### config.mk
export PLATFORM = sky130hd
export DESIGN_NAME = maze_dfs_engine
export DESIGN_NICKNAME = d
export VERILOG_FILES = /design/src/rtl/maze_dfs_engine.sv
export SDC_FILE = /design/constraint.sdc
export NUM_CORES = 1
export LEC_CHECK = 0
export CAP_MARGIN = 20
export CELL_PAD_IN_SITES_DETAIL_PLACEMENT = 1
export CELL_PAD_IN_SITES_GLOBAL_PLACEMENT = 1
export CORE_MARGIN = 2
export CORE_UTILIZATION = 35
export DETAILED_ROUTE_END_ITERATION = 12
export PLACE_DENSITY_LB_ADDON = 0.1
export SLEW_MARGIN = 20
export SYNTH_ARGS = -nofsm -noshare
export SYNTH_HDL_FRONTEND = slang
export SYNTH_SLANG_ARGS = --single-unit
### constraint.sdc
create_clock -name clk -period 3.7 [get_ports clk]
set_clock_uncertainty 0.15 [all_clocks]
set_input_delay 0.37 -clock clk [delete_from_list [all_inputs] [get_ports clk]]
set_output_delay 0.37 -clock clk [all_outputs]
set_load 0.1 [all_outputs]
### src/rtl/maze_dfs_engine.sv
// Depth-first maze solver controller: walks a 2^COORD_W square grid, marking cells in an
// external visited RAM and keeping {dir,loc} backtrack frames in an external LIFO.
module maze_dfs_engine #(
   parameter int                   COORD_W   = 4,
   parameter logic [2*COORD_W-1:0] START_LOC = '0,
   parameter logic [2*COORD_W-1:0] DEST_LOC  = '1,
   parameter int                   MAX_STEPS = 1024,
   parameter int                   STEP_W    = 16
) (
   input  logic                 clk,
   input  logic                 rst,
   input  logic                 start,
   input  logic                 abort,
   input  logic                 mem_rdata,
   input  logic [2*COORD_W+1:0] stk_dout,
   input  logic                 stk_empty,
   input  logic                 stk_full,
   output logic [2*COORD_W-1:0] mem_addr,
   output logic                 mem_rd,
   output logic                 mem_wr,
   output logic [2*COORD_W+1:0] stk_din,
   output logic                 push,
   output logic                 pop,
   output logic                 stk_clr,
   output logic [2*COORD_W-1:0] curr_loc,
   output logic                 busy,
   output logic                 done,
   output logic                 fail,
   output logic [1:0]           fail_code,
   output logic [STEP_W-1:0]    step_count
);

   localparam int                 LOC_W     = 2 * COORD_W;
   localparam logic [COORD_W-1:0] C_ONE     = 1;
   localparam logic [COORD_W-1:0] C_MAX     = '1;
   localparam logic [STEP_W-1:0]  STEP_ONE  = 1;
   localparam logic [STEP_W-1:0]  STEP_LIM  = STEP_W'(MAX_STEPS);
   localparam bit                 BUDGET_ON = (MAX_STEPS != 0);

   localparam logic [1:0] CODE_NONE     = 2'b00;
   localparam logic [1:0] CODE_NO_PATH  = 2'b01;
   localparam logic [1:0] CODE_OVERFLOW = 2'b10;
   localparam logic [1:0] CODE_BUDGET   = 2'b11;

   typedef enum logic [3:0] {
      S_IDLE,
      S_INIT,
      S_CHECK,
      S_PROBE,
      S_WAIT,
      S_ADV,
      S_BACK,
      S_RESTORE,
      S_DONE,
      S_FAIL
   } state_t;

   state_t             state, state_n;
   logic [2:0]         dir, dir_n;
   logic [LOC_W-1:0]   loc_n;
   logic [STEP_W-1:0]  step_n, step_inc;
   logic [1:0]         code_n;
   logic               budget_hit;

   logic [COORD_W-1:0] cx, cy, nx, ny;
   logic [LOC_W-1:0]   nbr;
   logic               nbr_oob;

   // Neighbour in the current direction; any coordinate under/overflow is out of bounds.
   always_comb begin
      cx      = curr_loc[COORD_W-1:0];
      cy      = curr_loc[LOC_W-1:COORD_W];
      nx      = cx;
      ny      = cy;
      nbr_oob = 1'b0;
      case (dir[1:0])
         2'd0: begin
            nbr_oob = (cy == '0);
            ny      = cy - C_ONE;
         end
         2'd1: begin
            nbr_oob = (cx == C_MAX);
            nx      = cx + C_ONE;
         end
         2'd2: begin
            nbr_oob = (cy == C_MAX);
            ny      = cy + C_ONE;
         end
         default: begin
            nbr_oob = (cx == '0);
            nx      = cx - C_ONE;
         end
      endcase
      nbr = {ny, nx};
   end

   // Memory and stack strobes are single-cycle requests with no back-pressure: the RAM
   // returns mem_rdata and the stack returns stk_dout on the cycle after mem_rd/pop.
   always_comb begin
      state_n    = state;
      loc_n      = curr_loc;
      dir_n      = dir;
      step_n     = step_count;
      code_n     = fail_code;
      mem_addr   = curr_loc;
      mem_rd     = 1'b0;
      mem_wr     = 1'b0;
      push       = 1'b0;
      pop        = 1'b0;
      stk_clr    = 1'b0;
      stk_din    = {dir[1:0], curr_loc};
      step_inc   = step_count + STEP_ONE;
      budget_hit = BUDGET_ON && (step_inc == STEP_LIM);

      case (state)
         S_IDLE, S_DONE, S_FAIL: begin
            if (start) begin
               state_n = S_INIT;
               loc_n   = START_LOC;
               dir_n   = '0;
               step_n  = '0;
               code_n  = CODE_NONE;
            end
         end
         S_INIT: begin
            mem_wr  = 1'b1;
            stk_clr = 1'b1;
            state_n = S_CHECK;
         end
         S_CHECK: begin
            state_n = (curr_loc == DEST_LOC) ? S_DONE : S_PROBE;
         end
         S_PROBE: begin
            if (dir[2]) begin
               state_n = S_BACK;
            end else if (nbr_oob) begin
               dir_n = dir + 3'd1;
            end else begin
               mem_rd   = 1'b1;
               mem_addr = nbr;
               state_n  = S_WAIT;
            end
         end
         S_WAIT: begin
            if (mem_rdata) begin
               dir_n   = dir + 3'd1;
               state_n = S_PROBE;
            end else if (stk_full) begin
               code_n  = CODE_OVERFLOW;
               state_n = S_FAIL;
            end else begin
               state_n = S_ADV;
            end
         end
         S_ADV: begin
            push     = 1'b1;
            mem_wr   = 1'b1;
            mem_addr = nbr;
            loc_n    = nbr;
            dir_n    = '0;
            step_n   = step_inc;
            // Budget exhaustion only loses to actually landing on the destination.
            if (budget_hit) begin
               if (nbr == DEST_LOC) begin
                  state_n = S_DONE;
               end else begin
                  code_n  = CODE_BUDGET;
                  state_n = S_FAIL;
               end
            end else begin
               state_n = S_CHECK;
            end
         end
         S_BACK: begin
            if (stk_empty) begin
               code_n  = CODE_NO_PATH;
               state_n = S_FAIL;
            end else begin
               pop     = 1'b1;
               state_n = S_RESTORE;
            end
         end
         S_RESTORE: begin
            loc_n  = stk_dout[LOC_W-1:0];
            dir_n  = {1'b0, stk_dout[LOC_W+1:LOC_W]} + 3'd1;
            step_n = step_inc;
            if (budget_hit) begin
               code_n  = CODE_BUDGET;
               state_n = S_FAIL;
            end else begin
               state_n = S_PROBE;
            end
         end
         default: begin
            state_n = S_IDLE;
         end
      endcase

      if (abort) begin
         state_n = S_IDLE;
         loc_n   = curr_loc;
         dir_n   = dir;
         step_n  = step_count;
         code_n  = CODE_NONE;
      end
   end

   always_ff @(posedge clk or posedge rst) begin
      if (rst) begin
         state      <= S_IDLE;
         curr_loc   <= START_LOC;
         dir        <= '0;
         step_count <= '0;
         fail_code  <= CODE_NONE;
      end else begin
         state      <= state_n;
         curr_loc   <= loc_n;
         dir        <= dir_n;
         step_count <= step_n;
         fail_code  <= code_n;
      end
   end

   assign busy = !((state == S_IDLE) || (state == S_DONE) || (state == S_FAIL));
   assign done = (state == S_DONE);
   assign fail = (state == S_FAIL);

endmodule

Word-level counts from Yosys, hierarchy flattened --
Cells that the tools add are included.
Cells by class: muxes and demuxes 44, reduce and logical (&&, ||, !) cells 21, $add $sub $neg 7, equal/unequal tests 28, bitwise gates (word level) 1
Operators by type and width (number):
- $mux 4 | 10
- $pmux 16 s2 | 1
- $pmux 4 s8 | 1
- $mux 8 | 3
- $pmux 8 s3 | 1
- $ne 3x3->1 const B | 7
- $add 16x1->16 const B | 1
- $eq 16x11->1 const B | 1
- $eq 4x3->1 const B | 4
- $eq 4x4->1 const B | 4
- $eq 8x8->1 const B | 2
- $mux 16 | 1
- $mux 2 | 8
- $pmux 4 s2 | 2
- $pmux 8 s2 | 1
- $pmux 3 s5 | 1
- $logic_not 4->1 | 3
- $mux 3 | 4
- $pmux 2 s5 | 1
- $mux 1 | 9
- $add 4x1->4 const B | 2
- $eq 4x2->1 const B | 2
- $ne 2x2->1 const B | 4
- $reduce_and 8->1 | 1
- 22 further kinds | 27
Word-level totals: logic and storage cells 107, input port bits 17, flip-flop bits (word level) 33

Depth between registers and ports, before layout --
Gate-level depths: netlist (run 1).
depth in word-level cells 8, gate-level depth with buffers 11

Least setup slack after synthesis (run 1) --
OpenSTA, ideal clock, no wires.
kind reg2out, start register curr_loc[0], end output port mem_addr[1], cell stages (with the launch flop) 7, path buffers 0, arrival time 3.681 ns, path slack -0.501 ns, required time 3.180 ns, cell sequence dfrtp_1 > nand4_1 > mux2i_1 > a221oi_1 > o21bai_1 > a21oi_1 > mux2i_1
On the way: word-level cells in the longest chain between the ends 5, elaborated cells on any way between the ends 9, classes of those cells 2 x add/sub; 1 x eq/ne; 5 x mux; 1 x reduce/logical
Ends and longest elaborated chain:
- from (decl) | RTL line 25 | output logic [2*COORD_W-1:0] curr_loc,
- from (signal assigned) | RTL line 217 | curr_loc <= loc_n;
- $sub 4x1->4 (tied with other cells) | RTL line 91 | nx = cx - C_ONE;
- $pmux 4 s2 / $pmux 1 s3 (equally long branches) | RTL line 76 | case (dir[1:0])
- $mux 8 | RTL line 136 | end else if (nbr_oob) begin
- $mux 8 | RTL line 134 | if (dir[2]) begin
- $pmux 8 s2 * | RTL line 115 | case (state)
- to (decl) | RTL line 18 | output logic [2*COORD_W-1:0] mem_addr,
Every way passes the cells marked *; elsewhere a longest branch is shown, timed or not.

Worst setup path after layout (run 1) --
start register dir[1], end output port mem_addr[3]
On the way: word-level cells in the longest chain between the ends 6, elaborated cells on any way between the ends 9, classes of those cells 2 x eq/ne; 5 x mux; 2 x reduce/logical
Ends and longest elaborated chain:
- from (decl) | RTL line 59 | logic [2:0] dir, dir_n;
- from (signal assigned) | RTL line 218 | dir <= dir_n;
- $eq 2x2->1 / $logic_not 2->1 (equally long branches) | RTL line 76
- $reduce_or 2->1 (no source line)
- $pmux 4 s2 | RTL line 76
- $mux 8 | RTL line 136
- $mux 8 | RTL line 134
- $pmux 8 s2 * | RTL line 115
Marks and branches as above.

==> results of run 1 <==
[synthesized netlist by cell type (2+ instances only)]
library cell	count
sky130_fd_sc_hd__o21ai_0	40
sky130_fd_sc_hd__a31oi_2	2
sky130_fd_sc_hd__fa_1	2
sky130_fd_sc_hd__and2b_1	3
sky130_fd_sc_hd__a32oi_1	2
sky130_fd_sc_hd__buf_6	3
sky130_fd_sc_hd__xnor2_1	2
sky130_fd_sc_hd__a21oi_1	20
sky130_fd_sc_hd__buf_4	13
sky130_fd_sc_hd__a31oi_1	9
sky130_fd_sc_hd__and3_1	2
sky130_fd_sc_hd__inv_1	16
sky130_fd_sc_hd__mux2_1	2
sky130_fd_sc_hd__mux2i_1	6
sky130_fd_sc_hd__ha_1	10
sky130_fd_sc_hd__o211ai_1	5
sky130_fd_sc_hd__nand4_1	10
sky130_fd_sc_hd__or4_1	5
sky130_fd_sc_hd__clkbuf_1	10
sky130_fd_sc_hd__nand2b_1	8
sky130_fd_sc_hd__a221oi_1	4
sky130_fd_sc_hd__nand2_1	38
sky130_fd_sc_hd__buf_2	2
sky130_fd_sc_hd__or3_1	2
sky130_fd_sc_hd__or4bb_1	2
sky130_fd_sc_hd__dfrtp_1	33
sky130_fd_sc_hd__a22o_1	3
sky130_fd_sc_hd__and2_1	4
sky130_fd_sc_hd__xor2_1	2
sky130_fd_sc_hd__nor4_1	7
sky130_fd_sc_hd__mux2_2	5
sky130_fd_sc_hd__o31ai_1	6
sky130_fd_sc_hd__nor2_1	30
sky130_fd_sc_hd__o41ai_1	2
sky130_fd_sc_hd__nor3_1	16
sky130_fd_sc_hd__nand3_1	10
[final timing paths]
path,from,end,slack [ps],cells past startpoint
worst min-delay path,rst,step_count[0],320,2
worst max register to register,dir[1],fail_code[0],540,10
worst max-delay path,dir[1],mem_addr[3],180,9
worst min register to register,step_count[0],step_count[0],420,1
min in group clk,step_count[0],step_count[0],420,1
max in group asynchronous,rst,curr_loc[7],2360,3
[routing by layer]
layer,GRT usage (%),up-vias
met5,0,-
met4,3.62,0
met3,2.47,4
met2,39.1,46
met1,31.9,1494
li1,-,1443
[sequential cells by signal, summed over array words and instances, names as in the netlist]
| register | flops |
|---|---|
| dir | 3 |
| state | 4 |
| step_count | 16 |
| curr_loc | 8 |
| fail_code | 2 |
[cell families (layout without fill, tap and decap cells)]
family	after synthesis	after routing
AND/OR/NAND/NOR	146	146
XOR/XNOR	4	4
flip-flops	33	33
adder cells (fa/ha/maj)	12	12
multiplexers	14	14
AO/OA/AOI/OAI	108	108
buffers and inverters	45	102
[layout make-up]
class                      instances  area, um^2
fill                             998        4330
multi-input combinational        284        1840
sequential                        33         826
timing repair buffer              77         808
tap                              105         131
clock buffer                       5        68.8
inverter                          17        63.8
clock inverter                     3        17.5
[power groups by stage]
stage                     Combinational, mW  Clock [mW]  Sequential, mW
after floorplan                        1.11           0           0.592
after global placement                 1.64           0           0.473
after detailed placement               1.67           0           0.476
after CTS                              1.67       0.287           0.469
after global routing                   1.77       0.298           0.476
final                                  1.67       0.282           0.470
[stage by stage]
| stage | utilization (%) | worst slack, ps | setup TNS (ps) | hold WS (ps) | std cells |
|---|---|---|---|---|---|
| floorplan | - | -72.7 | -145 | 349 | 362 |
| global placement | 45.4 | 650 | 0 | 404 | 516 |
| detailed placement | 45.4 | 477 | 0 | 403 | 516 |
| CTS | 46.5 | 148 | 0 | 345 | 524 |
| global route | 46.5 | 25.5 | 0 | 394 | 524 |
| finish | 46.5 | 177 | 0 | 316 | 524 |
==> out/results.md, run 1 <==
| Parameter | Reported |
| --- | --- |
| Part of the total power dissipated in the clock network | 11.7% |
| Clk Tree Root Cell | sky130_fd_sc_hd__clkbuf_8 |
| Post-synthesis net count | 391 |
| Cts-stage hold buffer count | 0 |
| Kind of start point of the critical path | flop |
| Sort of element at the end of the critical path | primary output |
| Data arrival, critical path | 3000 ps |
| Delay of the slowest cell on the worst path | 530 ps |
| Multiplexer share of the synthesized area | 5.61% |
| RSZ-0062 raised after global routing | no |
| Length of the first detailed-routing pass in iterations | 4 |
| Hold WC Path Type | in -> async |
| Most used DFF post-synth | sky130_fd_sc_hd__dfrtp_1 |
| Share of Yosys cell area claimed by the top area cell type | 28.7% |
| Internal power consumption | 1.01 mW |
| Count of clock tree sinks | 33 |
| Routed wl met2 | 4800 um |
| Worst setup path class | reg -> out |
| Final design instance area without fill | 0.00376 mm^2 |
| Simple-gate portion of the synthesized area | 26.1% |
| Net Sw Frac | 58.1% |
| Setup fix buffers added after clock tree synthesis | 0 |
| Area share of xor/xnor cells in the synthesized design | 1.22% |
| Number of remaining DRC errors | 0 |
| Buffers from clock root to sink, at most | 2 |
| Count of flip-flops with a built-in enable after synthesis | 0 |
| Unique cell type count in the Yosys netlist | 62 |
| Wire length per cell | 18.6 um |
| Max Cap Violations | 0 |
| Commonest non-fill, non-tap cells in the layout | sky130_fd_sc_hd__clkdlybuf4s50_1, sky130_fd_sc_hd__o21ai_0, sky130_fd_sc_hd__nand2_1, sky130_fd_sc_hd__dfrtp_1, sky130_fd_sc_hd__nor2_1 |
| Port bufs | 68 |
| Area of the mapped netlist | 0.00288 mm^2 |
| Wire length on met1 | 4650 um |
| Number of gates given a new drive strength after cts | 0 |
| Part of the power in registers | 19.4% |
| IO Pins | 69 |
| CTS tree | built |
| Top routing layer in use | met4 |
| Placed instance area | 0.00367 mm^2 |
| H-Tree Level Count | 2 |
| Req. time, crit path | 3180 ps |
| Average size of a mapped cell | 7.95 um^2 |
| Leading area contributor after synthesis | sky130_fd_sc_hd__dfrtp_1 |
| Final ANT Viol Nets | 0 |
| Final critical-path share of the clock period | 95.2% |
| Die Width | 94.7 um |
| Maximum number of pins on one net before global-route repair | 21 |
| Area grow syn2layout | 30.6% |
| Seq/Total Area, Yosys | 28.7% |
| Sw Pwr | 1.41 mW |
| Die footprint | 0.00897 mm^2 |
| CP Cell Sequence | inv_1 -> ha_1 -> inv_1 -> ha_1 -> or4_1 -> o221ai_1 -> o211ai_1 -> mux2_2 -> buf_12 |
| Post-synthesis compound-gate area fraction | 24.3% |
| Number of buffers created by CTS | 5 |
| Transition at the pin with the smallest max-transition slack | 987 ps |
| Clk slew on worst S/H paths | 80 ps |
| Max-slew violation count | 0 |
| Global-route wire length before repair | 16100 um |
| Final WL | 9750 um |
| GRT Resource Usage Total | 22.9% |
| Combinational power share | 68.9% |
| Number of setup violations in the final report | 0 |
| Instance count of the mapped netlist | 362 |
| Grt ovf | 0 |
| Adder-Cell Fraction of Synth Area | 5.74% |
| Reported leakage power | 1.53 nW |
| Total power | 2.42 mW |
| Top post-synthesis cells by area | sky130_fd_sc_hd__dfrtp_1, sky130_fd_sc_hd__o21ai_0, sky130_fd_sc_hd__nand2_1 |
| Initial cell density of the core | 35.6% |
| Final weighted congestion in routability-driven placement | 0.846 |
| Total buffers and inverters traversed by the critical path | 3 |
| Layout net count | 447 |
| IR drop worst, VDD | 0.000420 V |
| Clock latency reported for the late side of the worst-skew pair | 290 ps |
| Per-cell via count in the routed design | 5.70 |
| Antenna fix cells | 0 |
| Max Freq | 0.284 GHz |
| Detailed-placement wirelength estimate | 7380 um |
| Number of placement rows | 33 |
| Synth async-reset ratio | 100% |
| Category of cells accounting for the largest share of critical-path delay | simple AND/OR/NAND/NOR gates |
| Total of flip-flops plus latches after synthesis | 33 |
| Combinational family with the most area after synthesis | simple AND/OR/NAND/NOR gates |
| Highest net fanout along the worst path | 6 |
| Power density normalized to cell area | 643 mW/mm^2 |
| Count of warnings emitted by yosys | 0 |
| Number of endpoints with negative hold slack in the final report | 0 |
| Cell with the largest stage delay on the worst path | sky130_fd_sc_hd__or4_1 |
| Worst max-slew margin expressed relative to the limit | 34.0% |
| Detailed-routed wire length on met3 | 254 um |
| Die Y-Extent | 94.7 um |
| Status | completed |
| Vias after detailed routing | 2987 |
| Share of layout cells above drive strength 1 | 13.1% |
| Vias in the first global route | 3024 |
| Core area | 0.00809 mm^2 |
| Clock period minus final worst setup slack | 3520 ps |
| Most common cell after layout, fill and taps aside | sky130_fd_sc_hd__clkdlybuf4s50_1 |
| Starting DRC count in detailed routing | 97 |
| Initial antenna violation count | 0 |
(Power assumes the default switching activity.)
==> run 2: changes to the inputs <==
--- a/config.mk
+++ b/config.mk
@@ -5,12 +5,14 @@
 export SDC_FILE = /design/constraint.sdc
 export NUM_CORES = 1
 export LEC_CHECK = 0
+export ABC_CLOCK_PERIOD_IN_PS = 3700
 export CAP_MARGIN = 20
 export CELL_PAD_IN_SITES_DETAIL_PLACEMENT = 1
 export CELL_PAD_IN_SITES_GLOBAL_PLACEMENT = 1
 export CORE_MARGIN = 2
 export CORE_UTILIZATION = 35
 export DETAILED_ROUTE_END_ITERATION = 12
+export GPL_ROUTABILITY_DRIVEN = 0
 export PLACE_DENSITY_LB_ADDON = 0.1
 export SLEW_MARGIN = 20
 export SYNTH_ARGS = -nofsm -noshare
==> results of run 2 <==
Same layout as run 1: the final DEF is identical, and so are final timing and power.
==> run 3: changes to the inputs <==
--- a/config.mk
+++ b/config.mk
@@ -14,6 +14,7 @@
 export DETAILED_ROUTE_END_ITERATION = 12
 export GPL_ROUTABILITY_DRIVEN = 0
 export PLACE_DENSITY_LB_ADDON = 0.1
+export RECOVER_POWER = 25
 export SLEW_MARGIN = 20
 export SYNTH_ARGS = -nofsm -noshare
 export SYNTH_HDL_FRONTEND = slang
==> run 3 against run 2 <==
Effect of this change: non-clock buffer count stayed put; setup slack about the same; hold slack better by 110 ps; critical endpoint unchanged; largest power group unchanged.
==> out/results.md, run 3 (synthesized netlist as in run 1, its figures left out) <==
| Parameter | Reported |
| --- | --- |
| Status | completed |
| Count of clock tree sinks | 33 |
| Die Y-Extent | 94.7 um |
| Total power | 2.42 mW |
| Worst setup slack before clock tree synthesis | 477 ps |
| Reported leakage power | 1.52 nW |
| H-Tree Level Count | 2 |
| Buffers from clock root to sink, at most | 2 |
| Die Width | 94.7 um |
| Data arrival, critical path | 3000 ps |
| Per-cell via count in the routed design | 5.70 |
| Number of buffers created by CTS | 5 |
| Flip-flop count of the largest register after layout | 16 |
| Kind of start point of the critical path | flop |
| Area of the multi-input gates | 0.00184 mm^2 |
| Area grow syn2layout | 30.5% |
| Sort of element at the end of the critical path | primary output |
| Max-slew violation count | 0 |
| Highest net fanout along the worst path | 6 |
| Detailed-placement wirelength estimate | 7380 um |
| Wire length per cell | 18.6 um |
| Clk Tree Root Cell | sky130_fd_sc_hd__clkbuf_8 |
| GRT Resource Usage Total | 22.9% |
| Setup fix buffers added after clock tree synthesis | 0 |
| Length of the first detailed-routing pass in iterations | 4 |
| RSZ-0062 raised after global routing | no |
| Layout net count | 447 |
| Antenna fix cells | 0 |
| Starting DRC count in detailed routing | 97 |
| Commonest non-fill, non-tap cells in the layout | sky130_fd_sc_hd__clkdlybuf4s50_1, sky130_fd_sc_hd__o21ai_0, sky130_fd_sc_hd__nand2_1, sky130_fd_sc_hd__dfrtp_1, sky130_fd_sc_hd__nor2_1 |
| Clock latency reported for the late side of the worst-skew pair | 290 ps |
| Placed instance area | 0.00367 mm^2 |
| Register with the highest flop count | step_count |
| Number of gates given a new drive strength after cts | 0 |
| Hold WC Path Type | reg -> reg |
| Final design instance area without fill | 0.00376 mm^2 |
| Max Cap Violations | 0 |
| Number of setup violations in the final report | 0 |
| Worst setup path class | reg -> out |
| PnR worst setup slack | 177 ps |
| Initial antenna violation count | 0 |
| Req. time, crit path | 3180 ps |
| Number of endpoints with negative hold slack in the final report | 0 |
| Clock period minus final worst setup slack | 3520 ps |
| Number of remaining DRC errors | 0 |
| Final WL | 9760 um |
| Final non-filler cell total | 524 |
| IO Pins | 69 |
| Reg2Reg Setup Slack | 540 ps |
| Number of fill cells in the layout | 999 |
| Worst max-slew margin expressed relative to the limit | 27.7% |
| IR drop worst, VDD | 0.000419 V |
| Storage cell area | 826 um^2 |
| Power density normalized to cell area | 643 mW/mm^2 |
| Cts-stage hold buffer count | 0 |
| Number of placement rows | 33 |
| Die footprint | 0.00897 mm^2 |
| Share of layout cells above drive strength 1 | 12.9% |
| Cell Count Post-Placement | 516 |
| Leading registers by flop count | step_count (16), curr_loc (8), state (4) |
| Clk slew on worst S/H paths | 80 ps |
| Max Freq | 0.284 GHz |
| Transition at the pin with the smallest max-transition slack | 1080 ps |
| Port bufs | 68 |
| Global-route wire length before repair | 16100 um |
| CTS tree | built |
| Final ANT Viol Nets | 0 |
| Grt ovf | 0 |
| Most common cell after layout, fill and taps aside | sky130_fd_sc_hd__clkdlybuf4s50_1 |
| Initial cell density of the core | 35.6% |
| Vias after detailed routing | 2988 |
| Vias in the first global route | 3024 |
| Maximum number of pins on one net before global-route repair | 21 |
| Core area | 0.00809 mm^2 |
| Final critical-path share of the clock period | 95.2% |
| Worst Hold Slack | 423 ps |
run 3: changes by cell type in the layout (fill, tap and decap cells not counted), sizes merged:
cell           previous run  this run
dlygate4sd3               0         1
clkbuf                    5         6
clkdlybuf4s50            52        51
buf                      25        24
run 3: per-layer routing:
| metal | global-route usage (%) | wire length (um) | vias up |
|---|---|---|---|
| li1 | - | - | 1444 |
| met1 | 31.9 | 4670 | 1494 |
| met2 | 39.1 | 4780 | 46 |
| met3 | 2.47 | 254 | 4 |
| met4 | 3.62 | 47 | 0 |
| met5 | 0 | 0 | - |
run 3: layout make-up:
cell class	instances	share of cell area [%]
well taps	105	3.50
inverters	17	1.70
multi-input cells	284	49.1
repair buffers	77	21.4
flip-flops and latches	33	22.0
clock inverters	3	0.466
clock buffers	5	1.83
run 3: per-stage QoR:
stage,util [%],TNS (ps)
after global placement,45.4,0
final,46.4,0
after detailed placement,45.4,0
after CTS,46.5,0
after global routing,46.4,0
after floorplan,-,-145
run 3: where the power goes:
group / switching, mW / internal (mW) / leakage (nW)
Sequential: 0.0669 / 0.403 / 0.447
Combinational: 1.19 / 0.479 / 1.03
Clock: 0.152 / 0.130 / 0.0439
run 3: critical path: stages (launching register included):
cell                       delay [ps]
sky130_fd_sc_hd__dfrtp_1          440
sky130_fd_sc_hd__inv_1            110
sky130_fd_sc_hd__ha_1             270
sky130_fd_sc_hd__inv_1            120
sky130_fd_sc_hd__ha_1             220
sky130_fd_sc_hd__or4_1            530
sky130_fd_sc_hd__o221ai_1         210
sky130_fd_sc_hd__o211ai_1         260
sky130_fd_sc_hd__mux2_2           380
sky130_fd_sc_hd__buf_12           170
run 3: final timing paths:
check                         startpoint            end  cells after the start
setup / recovery                  dir[1]    mem_addr[3]                      9
setup reg to reg                  dir[1]   fail_code[0]                     10
hold reg to reg            step_count[0]  step_count[0]                      1
min in group asynchronous            rst  step_count[0]                      2
hold / removal             step_count[0]  step_count[0]                      1
max in group asynchronous            rst    curr_loc[7]                      3
